===== config.mk =====
export PLATFORM = sky130hd
export DESIGN_NAME = seg7_scan_driver
export DESIGN_NICKNAME = d
export VERILOG_FILES = /design/src/rtl/seg7_scan_driver.sv
export SDC_FILE = /design/constraint.sdc
export NUM_CORES = 1
export LEC_CHECK = 0
export CAP_MARGIN = 5
export CORE_MARGIN = 2
export CORE_UTILIZATION = 45
export DETAILED_ROUTE_END_ITERATION = 16
export PLACE_DENSITY = 0.77
export SYNTH_ARGS = -nofsm -noshare
export SYNTH_HDL_FRONTEND = slang
export SYNTH_HIERARCHICAL = 1
export SYNTH_SLANG_ARGS = --single-unit

===== constraint.sdc =====
create_clock -name clk -period 6.8 [get_ports clk]
set_input_delay 0.68 -clock clk [delete_from_list [all_inputs] [get_ports clk]]
set_output_delay 0.68 -clock clk [all_outputs]
set_load 0.01 [all_outputs]

===== src/rtl/seg7_scan_driver.sv =====
// Time-multiplexed N-digit 7-segment driver with shadowed display value,
// anode dead-time at the start of each slot, and leading-zero blanking.

// One digit's leading-zero lane: extends the "all zero from the top" chain
// and decides whether this digit is blanked.
module seg7_lz_lane (
  input  logic [3:0] nib,
  input  logic       zero_above,
  input  logic       lz_blank,
  output logic       zero_here,
  output logic       blank
);
  assign zero_here = zero_above && (nib == 4'h0);
  assign blank     = lz_blank && zero_here;
endmodule

module seg7_scan_driver #(
  parameter int NUM_DIGITS   = 8,
  parameter int REFRESH_DIV  = 100000,
  parameter int GUARD_CYCLES = 16,
  localparam int IDX_W = (NUM_DIGITS > 1) ? $clog2(NUM_DIGITS) : 1
) (
  input  logic                    clk,
  input  logic                    rst,
  input  logic                    load,
  input  logic [4*NUM_DIGITS-1:0] value_in,
  input  logic [NUM_DIGITS-1:0]   dp_in,
  input  logic [NUM_DIGITS-1:0]   digit_en,
  input  logic                    lz_blank,
  output logic [6:0]              seg,
  output logic                    dp,
  output logic [NUM_DIGITS-1:0]   an,
  output logic [IDX_W-1:0]        digit_idx,
  output logic                    frame_tick
);
  localparam int CNT_W = $clog2(REFRESH_DIV);
  localparam logic [CNT_W-1:0] LAST_CNT = CNT_W'(REFRESH_DIV - 1);
  localparam logic [IDX_W-1:0] LAST_IDX = IDX_W'(NUM_DIGITS - 1);

  logic [CNT_W-1:0]                cnt;
  logic [NUM_DIGITS-1:0][3:0]      val_sh;
  logic [NUM_DIGITS-1:0]           dp_sh, en_sh;
  logic [NUM_DIGITS-1:0]           blank;
  logic [NUM_DIGITS:1]             zero_chain;
  logic                            slot_active, lit;
  logic [3:0]                      nib;
  logic [NUM_DIGITS-1:0]           an_d;
  logic [6:0]                      seg_d;
  logic                            dp_d;

  function automatic logic [6:0] font(input logic [3:0] v);
    case (v)
      4'h0: font = 7'h3F; 4'h1: font = 7'h06; 4'h2: font = 7'h5B; 4'h3: font = 7'h4F;
      4'h4: font = 7'h66; 4'h5: font = 7'h6D; 4'h6: font = 7'h7D; 4'h7: font = 7'h07;
      4'h8: font = 7'h7F; 4'h9: font = 7'h6F; 4'hA: font = 7'h77; 4'hB: font = 7'h7C;
      4'hC: font = 7'h39; 4'hD: font = 7'h5E; 4'hE: font = 7'h79; default: font = 7'h71;
    endcase
  endfunction

  // Zero chain runs from the top digit down; digit 0 is never blanked.
  assign zero_chain[NUM_DIGITS] = 1'b1;
  assign blank[0] = 1'b0;
  for (genvar g = NUM_DIGITS - 1; g >= 1; g--) begin : g_lane
    logic zero_here;
    seg7_lz_lane u_lane (
      .nib        (val_sh[g]),
      .zero_above (zero_chain[g+1]),
      .lz_blank   (lz_blank),
      .zero_here  (zero_here),
      .blank      (blank[g])
    );
    if (g > 1) begin : g_link
      assign zero_chain[g] = zero_here;
    end else begin : g_tail
      assign zero_chain[1] = 1'b1 & zero_here;
    end
  end

  // Dead-time window at the head of each slot.
  if (GUARD_CYCLES == 0) begin : g_noguard
    assign slot_active = 1'b1;
  end else begin : g_guard
    assign slot_active = (cnt >= CNT_W'(GUARD_CYCLES));
  end

  assign nib = val_sh[digit_idx];
  assign lit = slot_active && en_sh[digit_idx] && !blank[digit_idx];

  // Prescaler and scan index; frame_tick marks the last-digit wrap.
  always_ff @(posedge clk) begin
    if (rst) begin
      cnt        <= '0;
      digit_idx  <= '0;
      frame_tick <= 1'b0;
    end else if (cnt == LAST_CNT) begin
      cnt        <= '0;
      digit_idx  <= (digit_idx == LAST_IDX) ? '0 : digit_idx + 1'b1;
      frame_tick <= (digit_idx == LAST_IDX);
    end else begin
      cnt        <= cnt + 1'b1;
      frame_tick <= 1'b0;
    end
  end

  // Shadow copy of the display contents, updated on load at any time.
  always_ff @(posedge clk) begin
    if (rst) begin
      val_sh <= '0;
      dp_sh  <= '0;
      en_sh  <= '0;
    end else if (load) begin
      val_sh <= value_in;
      dp_sh  <= dp_in;
      en_sh  <= digit_en;
    end
  end

  // Next pin values for the current digit; dark when not lit.
  always_comb begin
    an_d  = '1;
    seg_d = 7'h7F;
    dp_d  = 1'b1;
    if (lit) begin
      an_d[digit_idx] = 1'b0;
      seg_d = ~font(nib);
      dp_d  = ~dp_sh[digit_idx];
    end
  end

  // Registered, active-low pin drive.
  always_ff @(posedge clk) begin
    if (rst) begin
      an  <= '1;
      seg <= 7'h7F;
      dp  <= 1'b1;
    end else begin
      an  <= an_d;
      seg <= seg_d;
      dp  <= dp_d;
    end
  end
endmodule


# After elaboration in Yosys (flattened, before gate mapping)
# Memories as Yosys holds them, arrays and structs flattened.
# Index checks and enable logic that the tools add are counted.
[totals]
romBits = 112
output_inout_bits = 20
register_bits = 85
mem_count = 1
wordCells = 68
[memory_table]
columns = ["memory", "depth", "word_bits", "rd", "rd_clocked_by_memory_dff", "write_ports", "line_no", "rtl"]
rows = [
  ["(name not given)", 16, 7, 1, 0, 0, "52", "case (v)"],
]
[op_classes]
n_eq_ne = 2
muxes = 12
n_addsub = 2
bitwise_logic = 5
n_reduce_logical = 27
n_lt_le_gt_ge = 3
[ops]
columns = ["operator", "n"]
rows = [
  ["4-bit zero test", 7],
  ["17-bit by 1-bit adder with 17-bit output, second input constant", 1],
  ["17-bit equality test, second input constant", 1],
  ["17-bit by 5-bit greater-or-equal comparator with 1-bit output, second input constant", 1],
  ["1-bit logical AND", 16],
  ["4-bit binary-select mux with 3-bit select", 1],
  ["1-bit binary-select mux with 3-bit select", 3],
  ["8-bit inverter", 1],
  ["7-bit two-way mux", 1],
  ["7-bit inverter", 1],
  ["2-bit OR reduction", 3],
  ["3-bit by 4-bit < comparator with 1-bit output, second input constant", 1],
  ["1-bit two-way mux", 4],
  ["4-bit two-way mux", 1],
  ["3-bit by 1-bit adder with 3-bit output, second input constant", 1],
  ["1-bit demux with 3-bit select", 1],
  ["3-bit equality test, second input constant", 1],
  ["3-bit by 1-bit greater-or-equal comparator with 1-bit output, second input constant", 1],
  ["3-bit two-way mux", 1],
  ["1-bit inverter", 3],
  ["1-bit zero test", 1],
]

# Depth between registers and ports, before layout
[logic_depth]
word_depth = 14
depth_mapped = 19

# By module
# The synthesis kept the hierarchy.
[by_module_without_submodules]
columns = ["mod", "seq_area_each_um2", "area_each_um2", "instances", "cells_each"]
rows = [
  ["seg7_scan_driver", 1701.6, 3751.1, 1, 389],
  ["seg7_lz_lane", 0.0, 48.8, 7, 4],
]

# Least setup slack after synthesis
# OpenSTA, ideal clock, no wires.
[synth_timing]
path_type = "flip-flop to flip-flop"
from = "reg val_sh[31] (netlist bit)"
to = "reg seg[6]"
slack_ns = 2.266
setup_ns = 0.084
t_arrival_ns = 4.450
required_ns = 6.716
path_stages_with_launch = 20
cell_sequence = "dfxtp_1 -> nand2b_4 -> nor4_1 -> nand2b_4 -> nor4_1 -> nand2b_4 -> nor4_1 -> nand2b_4 -> nor4_1 -> nand2b_4 -> nor4_1 -> nand2b_4 -> nor4_1 -> nand2b_4 -> nor4bb_4 -> nor3b_1 -> a2111oi_0 -> a2111oi_4 -> buf_4 -> o221ai_1"
[synth_via]
elab_chain_len = 14
word_cells_on_any_way = 25
[synth_rtl]
columns = ["element", "line_no", "rtl"]
rows = [
  ["from (decl)", "41", "logic [NUM_DIGITS-1:0][3:0] val_sh;"],
  ["from (signal assigned)", "112", "val_sh <= value_in;"],
  ["4-bit zero test", "13", "assign zero_here = zero_above && (nib == 4'h0);"],
  ["net g_lane[7].zero_here", "64", "logic zero_here;"],
  ["1-bit logical AND", "13", ""],
  ["net g_lane[6].zero_here", "64", ""],
  ["1-bit logical AND", "13", ""],
  ["net g_lane[5].zero_here", "64", ""],
  ["1-bit logical AND", "13", ""],
  ["net g_lane[4].zero_here", "64", ""],
  ["(+1 left out)", "-", ""],
  ["net g_lane[3].zero_here", "64", ""],
  ["(+1 left out)", "-", ""],
  ["net g_lane[2].zero_here", "64", ""],
  ["(+1 left out)", "-", ""],
  ["1-bit logical AND", "14", "assign blank = lz_blank && zero_here;"],
  ["net blank[1]", "43", "logic [NUM_DIGITS-1:0] blank;"],
  ["1-bit binary-select mux with 3-bit select", "87", "assign lit = slot_active && en_sh[digit_idx] && !blank[digit_idx];"],
  ["1-bit two-way mux (not written as such)", "87", ""],
  ["1-bit zero test", "87", ""],
  ["1-bit logical AND", "87", ""],
  ["1-bit inverter (no source line)", "-", ""],
  ["2-bit OR reduction (no source line)", "-", ""],
  ["to (signal assigned)", "138", "seg <= seg_d;"],
  ["to (decl)", "30", "output logic [6:0] seg,"],
]
# The timed path passes the listed nets, and every way through them passes these cells. The select of a mux whose other input is x is not followed.
# A chain may end at the register's enable or synchronous reset.

# Worst setup path after layout
[layout_timing]
from = "reg val_sh[31] (netlist bit)"
to = "reg seg[2]"
# The elaborated chain is that of the path after synthesis.

==> qor.yml <==
grt_first_pass_wirelength_mm: 15.29
status: "finished, final reports clean"
cts_setup_buffers: 0
reg2regPathDepth: 18
vias: 3146
portBuffers: 71
routed_wl_mm: 9.037
viasPerCell: 5.323
drt_drc_violations_left: 0
die-area_um2: 9860
cap_violations: 0
cts_resized: 0
finalHoldViolations: 0
core_um2: 8763
synth_area_um2: 4086
criticalPathCategory: "reg2reg"
min-delay-path-class: "reg2reg"
avgSynthCellArea_um2: 9.823
fin_hold_ws_ns: 0.4684
slew_violations: 0
syn_inst: 416
final_nets: 540
fill_cells: 766
required_ns: 7.05
die_y_um: 99.30
fin_crit_sh_pct: 72.34
grt_overflow: 0
routed.top_layer: "met4"
insertedDiodeCount: 0
fin_worst_skew_ns: 0.008041
p_leak_nw: 1.988
ant_nets: 0
relSlewSlack_pct: 32.45
tns_ns: 0
clkSinkCount: 85
r2r_slack_ns: 1.88
ios: 72
start_util_pct: 46.63
holdBufCountCts: 0
dpl_worst_slack_ns: 1.946
ys_warn_count: 6
period_needed_ns: 4.919
grt_max_degree: 55
wire_per_inst_um: 15.29
cts_tree: "done"
worst_slew_pin_slew_ns: 1.013
rows: 34
p_per_area_nw_per_um2: 205.6
drive_above_1_share_pct: 9.938
dr.pass1.iters: 4
cts_buffer_depth: 2
cp-end-kind: "register"
critPathLaunchType: "register"
path_max_fanout: 16
gp_congestion: 0.8891
peakVddDrop_mv: 0.1377
met1_length_mm: 4.059
tritoncts.num_buffers: 9
final-setup-viol-count: 0
clkLatencyLatePin_ns: 0.36
hpwl_mm: 6.614
setup_ws_ns: 1.881
drt_iter0_markers: 128
cts_root_buf: "clkbuf_8"
htree_levels: 3
fmax_ghz: 0.2033
hold_depth: 1
rsz0062_at_grt: "no"
wl_met3_um: 526
path_clk_slew_ns: 0.09
die_w_um: 99.30
met2_length_mm: 4.298
grt_usage_pct: 19.49
antenna_found_initial: 0
crit_arrival_ns: 5.17
syn-num-nets: 478
first_global_vias: 3152
area_delta_synth_final_pct: 23.73
[power by group]
part           switching [mW]  internal, mW
logic                  0.0475        0.0651
clock network           0.177         0.216
registers              0.0175         0.516
[path summary, 6_finish.rpt]
| check | to | start |
|---|---|---|
| hold reg to reg | cnt[0] | cnt[0] |
| hold / removal | cnt[0] | cnt[0] |
| setup / recovery | seg[2] | val_sh[31] |
| setup reg to reg | seg[2] | val_sh[31] |
[routing by layer]
metal / GRT usage, % / vias up
met1: 25.15 / 1478
met5: 0 / -
met4: 6.428 / 0
met3: 4.779 / 10
met2: 32.07 / 78
li1: - / 1580
[placed cells by master (no fill, tap or decap), types with 3 or more instances in the layout]
master,n
a21oi_1,4
clkdlybuf4s50_1,69
nor4_1,10
dfxtp_1,85
nand4_1,8
nor4bb_4,7
nand2_1,21
inv_1,11
xor2_1,8
o21ai_0,5
mux4_2,6
o22ai_1,5
nand2b_1,3
clkbuf_8,10
nand3_1,22
mux2i_1,55
nand2b_4,7
buf_4,4
ha_1,10
nor2_1,84
nor3_1,3
nor2b_1,3
xnor2_1,7
[state kept, by name, indices dropped and copies added (netlist names)]
register    cells
an              8
cnt            17
digit_idx       3
dp              1
dp_sh           8
en_sh           8
frame_tick      1
seg             7
val_sh         32
[worst max-delay path: stages, from the launching register on]
cell and delay, ns:
dfxtp_1 0.33, nand2b_4 0.15, nor4_1 0.36, nand2b_4 0.10
nor4_1 0.38, nand2b_4 0.10, nor4_1 0.38, nand2b_4 0.10
nor4_1 0.42, nand2b_4 0.10, nor4_1 0.37, nand2b_4 0.10
nor4_1 0.39, nand2b_4 0.09, nor4bb_4 0.26, nor3b_1 0.08
a2111oi_0 0.69, a2111oi_4 0.21, o311ai_0 0.18
[stage by stage]
| stage | area, um^2 | util, % | cells | power [mW] |
|---|---|---|---|---|
| after floorplan | 4086 | - | 416 | 0.6105 |
| after global placement | 4832 | 55.14 | 575 | 0.6550 |
| after detailed placement | 4832 | 55.14 | 575 | 0.6574 |
| after CTS | 5056 | 57.70 | 591 | 1.052 |
| after global routing | 5056 | 57.70 | 591 | 1.080 |
| final | 5056 | 57.70 | 591 | 1.039 |
[final cells by class]
type	count	area (um^2)	share of cell area (%)
Multi-Input combinational cell	296	2223	43.97
Tap cell	108	135.1	2.673
Inverter	11	41.29	0.8166
Clock inverter	6	86.33	1.707
Sequential cell	85	1702	33.65
Timing Repair Buffer	75	730.7	14.45
Clock buffer	10	137.6	2.722
No activity file was read; power rests on OpenSTA's default activity.
